## src/rtl/mux_gate_pkg.sv

```systemverilog
// Shared types for the mux-gate logic unit: opcode and FSM state encodings.
package mux_gate_pkg;

    typedef enum logic [2:0] {
        OP_AND    = 3'b000,
        OP_OR     = 3'b001,
        OP_XOR    = 3'b010,
        OP_XNOR   = 3'b011,
        OP_NAND   = 3'b100,
        OP_NOR    = 3'b101,
        OP_PASS_A = 3'b110,
        OP_PASS_B = 3'b111
    } op_t;

    typedef enum logic {
        ST_IDLE = 1'b0,
        ST_ACC  = 1'b1
    } state_t;

endpackage

```

## src/rtl/mux_gate_cell.sv

```systemverilog
// One-bit gate cell: operand a steers a 2:1 mux between two op-dependent
// functions of b, so every opcode reduces to a ? hi : lo.
module mux_gate_cell
    import mux_gate_pkg::*;
(
    input  logic a,
    input  logic b,
    input  op_t  op,
    output logic y
);

    logic hi;
    logic lo;

    always_comb begin
        // NOTE: defaults before the case keep every path assigned, so no latch is inferred.
        hi = 1'b0;
        lo = 1'b0;
        case (op)
            OP_AND:    begin hi = b;    lo = 1'b0; end
            OP_OR:     begin hi = 1'b1; lo = b;    end
            OP_XOR:    begin hi = ~b;   lo = b;    end
            OP_XNOR:   begin hi = b;    lo = ~b;   end
            OP_NAND:   begin hi = ~b;   lo = 1'b1; end
            OP_NOR:    begin hi = 1'b0; lo = ~b;   end
            OP_PASS_A: begin hi = 1'b1; lo = 1'b0; end
            OP_PASS_B: begin hi = b;    lo = b;    end
        endcase
        y = a ? hi : lo;
    end

endmodule

```

## src/rtl/mux_gate_unit.sv

```systemverilog
// Stream bitwise engine with single-beat ops and multi-beat accumulate bursts.
// Optional parity output out_par is enabled by defining MUX_GATE_PARITY_EN.
module mux_gate_unit
    import mux_gate_pkg::*;
#(
    parameter  int WIDTH     = 8,
    parameter  int MAX_BEATS = 16,
    localparam int CW        = $clog2(MAX_BEATS + 1)
) (
    input  logic             clk,
    input  logic             rst_n,
    input  logic             in_valid,
    output logic             in_ready,
    input  logic [WIDTH-1:0] a,
    input  logic [WIDTH-1:0] b,
    input  logic [2:0]       op,
    input  logic             accum,
    input  logic             last,
    output logic             out_valid,
    input  logic             out_ready,
    output logic [WIDTH-1:0] y,
    output logic             out_err,
`ifdef MUX_GATE_PARITY_EN
    output logic             out_par,
`endif
    output logic [CW-1:0]    out_beats
);

    state_t           state_q;
    op_t              op_q;
    logic [WIDTH-1:0] acc_q;
    logic [CW-1:0]    cnt_q;
    logic [WIDTH-1:0] y_q;
    logic             out_valid_q;
    logic             out_err_q;
    logic [CW-1:0]    out_beats_q;

    logic [WIDTH-1:0] opnd_d;
    logic [WIDTH-1:0] fold_d;
    logic [CW-1:0]    cnt_d;
    op_t              op_d;
    logic             in_fire;
    logic             out_fire;
    logic             burst_end;

    assign in_ready  = !out_valid_q || out_ready;
    assign in_fire   = in_valid && in_ready;
    assign out_fire  = out_valid_q && out_ready;

    // In ACC the running accumulator replaces operand A and the latched op wins.
    assign opnd_d    = (state_q == ST_IDLE) ? a : acc_q;
    assign op_d      = (state_q == ST_IDLE) ? op_t'(op) : op_q;
    assign cnt_d     = cnt_q + CW'(1);
    assign burst_end = last || (cnt_d == CW'(MAX_BEATS));

    for (genvar i = 0; i < WIDTH; i++) begin : g_cell
        mux_gate_cell u_cell (
            .a  (opnd_d[i]),
            .b  (b[i]),
            .op (op_d),
            .y  (fold_d[i])
        );
    end

`ifdef MUX_GATE_PARITY_EN
    logic par_q;
`endif

    // NOTE: sequential state uses non-blocking assignments so all registers update from pre-edge values.
    always_ff @(posedge clk) begin
        if (!rst_n) begin
            state_q     <= ST_IDLE;
            op_q        <= OP_AND;
            acc_q       <= '0;
            cnt_q       <= '0;
            y_q         <= '0;
            out_valid_q <= 1'b0;
            out_err_q   <= 1'b0;
            out_beats_q <= '0;
`ifdef MUX_GATE_PARITY_EN
            par_q       <= 1'b0;
`endif
        end else begin
            if (out_fire) out_valid_q <= 1'b0;
            if (in_fire) begin
                case (state_q)
                    ST_IDLE: begin
                        if (!accum || last) begin
                            y_q         <= fold_d;
                            out_valid_q <= 1'b1;
                            out_beats_q <= CW'(1);
                            out_err_q   <= 1'b0;
`ifdef MUX_GATE_PARITY_EN
                            par_q       <= ^fold_d;
`endif
                        end else begin
                            acc_q   <= fold_d;
                            op_q    <= op_t'(op);
                            cnt_q   <= CW'(1);
                            state_q <= ST_ACC;
                        end
                    end
                    ST_ACC: begin
                        if (burst_end) begin
                            // A burst cut off at MAX_BEATS without last is flagged.
                            y_q         <= fold_d;
                            out_valid_q <= 1'b1;
                            out_beats_q <= cnt_d;
                            out_err_q   <= !last;
                            state_q     <= ST_IDLE;
`ifdef MUX_GATE_PARITY_EN
                            par_q       <= ^fold_d;
`endif
                        end else begin
                            acc_q <= fold_d;
                            cnt_q <= cnt_d;
                        end
                    end
                    default: state_q <= ST_IDLE;
                endcase
            end
        end
    end

    assign out_valid = out_valid_q;
    assign y         = y_q;
    assign out_err   = out_err_q;
    assign out_beats = out_beats_q;
`ifdef MUX_GATE_PARITY_EN
    assign out_par   = par_q;
`endif

endmodule
```

## config.mk

```make
export PLATFORM = sky130hd
export DESIGN_NAME = mux_gate_unit
export DESIGN_NICKNAME = d
export VERILOG_FILES = /design/src/rtl/mux_gate_pkg.sv /design/src/rtl/mux_gate_cell.sv /design/src/rtl/mux_gate_unit.sv
export SDC_FILE = /design/constraint.sdc
export NUM_CORES = 1
export LEC_CHECK = 0
export CAP_MARGIN = 20
export CORE_ASPECT_RATIO = 0.7
export CORE_MARGIN = 5
export CORE_UTILIZATION = 50
export DETAILED_ROUTE_END_ITERATION = 10
export PLACE_DENSITY = 0.82
export SETUP_SLACK_MARGIN = 0.05
export SYNTH_ARGS = -nofsm -noshare
export SYNTH_HDL_FRONTEND = slang
export SYNTH_HIERARCHICAL = 1
export SYNTH_SLANG_ARGS = --single-unit
```

## constraint.sdc

```tcl
create_clock -name clk -period 4.6 [get_ports clk]
set_clock_uncertainty 0.05 [all_clocks]
set_input_delay 0.92 -clock clk [delete_from_list [all_inputs] [get_ports clk]]
set_output_delay 0.92 -clock clk [all_outputs]
set_load 0.005 [all_outputs]
```

==> impl_metrics.ini, run 1 <==
[critical_path]
required_ps = 3630
reg2regPathDepth = 7
max_stage_delay_ps = 460
critical_path.max_fanout = 5
crit_cells = 4
critPathBufInv = 3
crit_path_start_kind = input port
crit_top_cell = clkdlybuf4s50_1
critical_path.cell_chain = clkdlybuf4s50_1 -> nor2b_2 -> inv_1 -> clkdlybuf4s50_1
end_kind = output port
critPathSlowestCell = clkdlybuf4s50_1
critical_path.top_delay_family = buffers and inverters
path_class = input port to output port
crit_arrival_ps = 2110

[floorplanning]
die_h_um = 65.4
start_util = 0.513
ios = 41
design.core.area_um2 = 4280
die_w_um = 89.2
num_rows = 20
die-area_um2 = 5830

[place]
gp_congestion = 0.738
portBuffers = 40
dpl.cell_count = 332
hpwl_um = 3450
post-place-ws_ps = 1340
place_area_um2 = 2630

[clocking]
cts_tree = built
clkTransAtPathRegs_ps = 70
postCtsResizedCells = 0
cts_sinks = 32
post-cts-setup-buffers = 0
cts_buffer_depth = 2
clk_latency_ps = 290
htreeDepth = 2
cts_root_buffer = clkbuf_8
cts_buffers = 5
hold_buffers = 0

[detailed_routing]
ant_nets = 0
drtIter0Drc = 101
drc = 0
routedWlPerCell_um = 14.9
dr.pass1.iters = 5
via_count = 1906
avgViaCountPerCell = 5.61
routed_wl_um = 5070

[synthesis]
synth_nets = 270
syn_area_um2 = 2190
postSynthAreaPerCell_um2 = 8.99
yosys_warnings = 6
ys_seq_area_frac = 0.292
yosysTopAreaCell = dfxtp_1
yosysUniqueCellTypes = 36
synth_top_area_frac = 0.292
ys_top_cells_by_area = dfxtp_1 29%, mux2i_1 16%, nand2_1 7.5%
ys_ff_latch = 32
syn_inst = 244

[global_routing]
grtUsageTotal = 0.187
grt_start_max_net_pins = 41
grt_pass1_wl_um = 8560
gr-total-overflow = 0
antenna_found_initial = 0
first_global_vias = 1764

[sta]
setup_slack_ps = 1520
post-route-min-period_ps = 3080
holdWs_ps = 410
tns_ps = 0
fin_crit_sh = 0.669
max_freq_ghz = 0.325
finalSetupViolations = 0
max_slew_margin = 0.278
hold_viol = 0
worstMarginPinSlew_ps = 1080
grt_setup_unrepaired = no
slew_violations = 0

[outcome]
status = finished clean

[power_and_ir_drop]
peakVddDrop_mv = 0.168
power_density_nw_per_um2 = 278
power_mw = 0.758
p_leak_nw = 1.06

[cells_and_area]
nets = 310
fillers = 359
drive_gt1_frac = 0.154
fin_area_um2 = 2730
syn_to_final_growth_pct = 24.2
antenna_cells = 0
fin_cells = 340
final_util = 0.637

[run]
maxCapViolations = 0

[min_path]
hold_path_depth = 2
hold_class = register to register
-- cells in the final DEF, fill, tap and decap left out, drive strengths merged, types with 4 or more instances in the layout --
cell	instances
a21oi	4
nor4	8
nand3	15
mux2i	36
a211oi	8
clkbuf	6
clkdlybuf4s50	40
xor2	17
nor2	12
dfxtp	32
maj3	8
mux2	11
nand2	44
nand3b	17
-- synthesized netlist by cell type, drive strengths merged --
cell and instances:
nor3b 1, nor3 3, a2111oi 1, o31ai 1
nand3b 17, buf 4, inv 3, clkbuf 5
o21ai 1, nor4b 1, a211oi 8, nor2b 1
nand2b 1, a21oi 4, xor2 17, and4 1
ha 1, nand3 15, nor2 12, a31oi 1
o211ai 1, and4b 1, mux2i 36, or2 1
xnor2 2, a221oi 1, dfxtp 32, nand2 44
nor4 8, o221ai 1, mux2 11, maj3 8
-- worst reg2reg max path, cell delays in order, from the launching register on --
cell      delay (ps)
dfxtp_1          330
mux2_2           840
maj3_2           370
xor2_1           170
nor2_1            80
a211oi_2         160
nand2_1           90
mux2i_1          130
-- logic make-up (layout without fill, tap and decap cells) --
| group | count (synthesis) | count (layout) | synth area share |
|---|---|---|---|
| buffers and inverters | 12 | 53 | 0.0279 |
| adders and majority gates | 9 | 9 | 0.0468 |
| xor gates and xnor gates | 19 | 19 | 0.0759 |
| DFF | 32 | 32 | 0.292 |
| AOI/OAI and AO/OA | 19 | 19 | 0.0896 |
| and+or+nand+nor | 106 | 106 | 0.247 |
| muxes | 47 | 47 | 0.221 |
-- power breakdown --
part,total (mW),internal [mW],leakage (nW),switching (mW)
clock network,0.234,0.121,0.0434,0.113
logic,0.222,0.109,0.758,0.113
registers,0.301,0.293,0.261,0.00833
total,0.758,0.523,1.06,0.235
-- final timing paths --
check / start / end / slack [ps]
min: acc_q[7] / acc_q[7] / 410
max: out_ready / in_ready / 1520
max reg2reg: state_q / y[6] / 2320
min reg2reg: acc_q[7] / acc_q[7] / 410
-- state kept, by name, summed over array words and instances (netlist names) --
name / count
acc_q: 8
op_q: 3
out_err: 1
state_q: 1
out_valid: 1
out_beats: 5
y: 8
cnt_q: 5
-- layout make-up --
type                    count  area (µm²)  share of cell area
clock buffers               6        82.6              0.0303
clock inverters             2        15.0             0.00551
inverters                   3        11.3             0.00413
multi-input cells         200        1490               0.547
flip-flops and latches     32         641               0.235
well taps                  55        68.8              0.0253
repair buffers             42         415               0.152
-- per-layer routing --
metal  vias up  global-route usage  part of all wire
met5         -                   0                 0
met4         0              0.0595            0.0081
met3         5              0.0426             0.048
met2        36               0.268              0.43
met1       903               0.273              0.51
li1        962                   -                 -
(Power assumes the default switching activity.)
==> run 2, diff against run 1 <==
clock period = 3.1 ns   (was 4.6 ns; I/O delays follow)
==> run 2 against run 1 <==
  * Flip-flop and latch count did not move
  * Sequential share of layout area fell by 0.53 points
  * Register-to-register slack got worse by 1400 ps
  * Clock power rose by 68%
  * Largest power group unchanged
  * Combinational power rose by 50%
  * Utilization rose by 1.5 points
  * Non-clock buffer count rose by 7
==> impl_metrics.ini, run 2 (synthesis gave the netlist of run 1 again) <==
[min_path]
hold_class = register to register
hold_start = acc_q[6]

[clocking]
cts_tree = built
cts_sinks = 32
clkTransAtPathRegs_ps = 60
clk_latency_ps = 290
post-cts-setup-buffers = 0
hold_buffers = 0
htreeDepth = 2
cts_root_buffer = clkbuf_8
cts_buffers = 5
postCtsResizedCells = 0
cts_buffer_depth = 2

[global_routing]
first_global_vias = 1792
grt_pass1_wl_um = 8360
antenna_found_initial = 0
grt_start_max_net_pins = 33
grtUsageTotal = 0.180
gr-total-overflow = 0

[critical_path]
crit_arrival_ps = 1810
required_ps = 2430
critical_path.max_fanout = 5
critical_path.cell_chain = clkdlybuf4s50_1 -> nor2b_2 -> inv_1 -> clkdlybuf4s50_1
critical_path.top_delay_family = buffers and inverters
crit_path_start_kind = input port
end_kind = output port
critPathBufInv = 3
critPathSlowestCell = clkdlybuf4s50_1
max_stage_delay_ps = 460
crit_top_cell = clkdlybuf4s50_1
r2r_start = state_q
critPathLaunch = out_ready
path_class = input port to output port

[cells_and_area]
nets = 317
multi_input_area_um2 = 1490
syn_to_final_growth_pct = 27.1
antenna_cells = 0
drive_gt1_frac = 0.171
fillers = 349
final_common_cell = nand2_1
seqCellArea_um2 = 641
layout_common_cells = 44 x nand2_1, 40 x clkdlybuf4s50_1, 36 x mux2i_1

[sta]
holdWs_ps = 406
fin_crit_sh = 0.801
worstMarginPinSlew_ps = 661
finalSetupViolations = 0
max_slew_margin = 0.559
grt_setup_unrepaired = no
tns_ps = 0
hold_viol = 0
max_freq_ghz = 0.403
slew_violations = 0
post-route-min-period_ps = 2480

[floorplanning]
ios = 41
start_util = 0.513
num_rows = 20
design.core.area_um2 = 4280
die_w_um = 89.2
die-area_um2 = 5830
die_h_um = 65.4

[detailed_routing]
drtIter0Drc = 156
dr.pass1.iters = 4
avgViaCountPerCell = 5.54
routed_wl_um = 4870
via_count = 1922
drc = 0
ant_nets = 0
routedWlPerCell_um = 14.0

[outcome]
status = finished clean

[run]
maxCapViolations = 0

[place]
portBuffers = 40
hpwl_um = 3600
gp_congestion = 0.849

[power_and_ir_drop]
power_mw = 1.17
peakVddDrop_mv = 0.344
p_leak_nw = 1.11
power_density_nw_per_um2 = 421
## run 2: changes by cell type in the layout (fill, tap and decap cells not counted), sizes merged
cell      previous run  this run
bufinv               0         1
clkinvlp             2         0
buf                  2         9
clkinv               0         1
## run 2: path summary, 6_finish.rpt
| check | end | slack, ps | cells past startpoint |
|---|---|---|---|
| worst min-delay path | acc_q[6] | 410 | 2 |
| worst min register to register | acc_q[6] | 410 | 2 |
| worst max-delay path | in_ready | 620 | 4 |
| worst max register to register | acc_q[1] | 960 | 8 |
## run 2: layout make-up
class	instances	area share
clock buffers	6	0.0260
clock inverters	2	0.0126
inverters	3	0.00404
multi-input cells	200	0.535
flip-flops and latches	32	0.230
well taps	55	0.0247
repair buffers	49	0.168
## run 2: stage by stage
step	area [µm²]	worst slack [ps]	std cells	util
2_1_floorplan	2190	839	244	-
3_3_place_gp	2680	400	339	0.626
3_5_place_dp	2680	311	339	0.626
4_1_cts	2790	604	347	0.651
5_1_grt	2790	478	347	0.651
6_report	2790	618	347	0.651
## run 2: report_power, final
group	leakage (nW)	internal (mW)	switching, mW
sequential	0.261	0.435	0.0128
combinational	0.792	0.168	0.166
clock	0.0552	0.238	0.154
total	1.11	0.841	0.333
## run 2: worst register-to-register path: cells and delay by family, from the launching register on
family                    cells  cell delay [ps]
muxes                         2              710
DFF                           1              380
buffers and inverters         1              270
and+or+nand+nor               3              270
AOI/OAI and AO/OA             1              230
xor gates and xnor gates      1              160
## run 2: metal layers
metal | part of all wire | wire length (µm) | track usage | vias up
met5 | 0 | 0 | 0 | -
met3 | 0.053 | 260 | 0.0388 | 8
met4 | 0.012 | 59 | 0.0558 | 0
li1 | - | - | - | 973
met2 | 0.43 | 2080 | 0.259 | 49
met1 | 0.51 | 2460 | 0.266 | 892
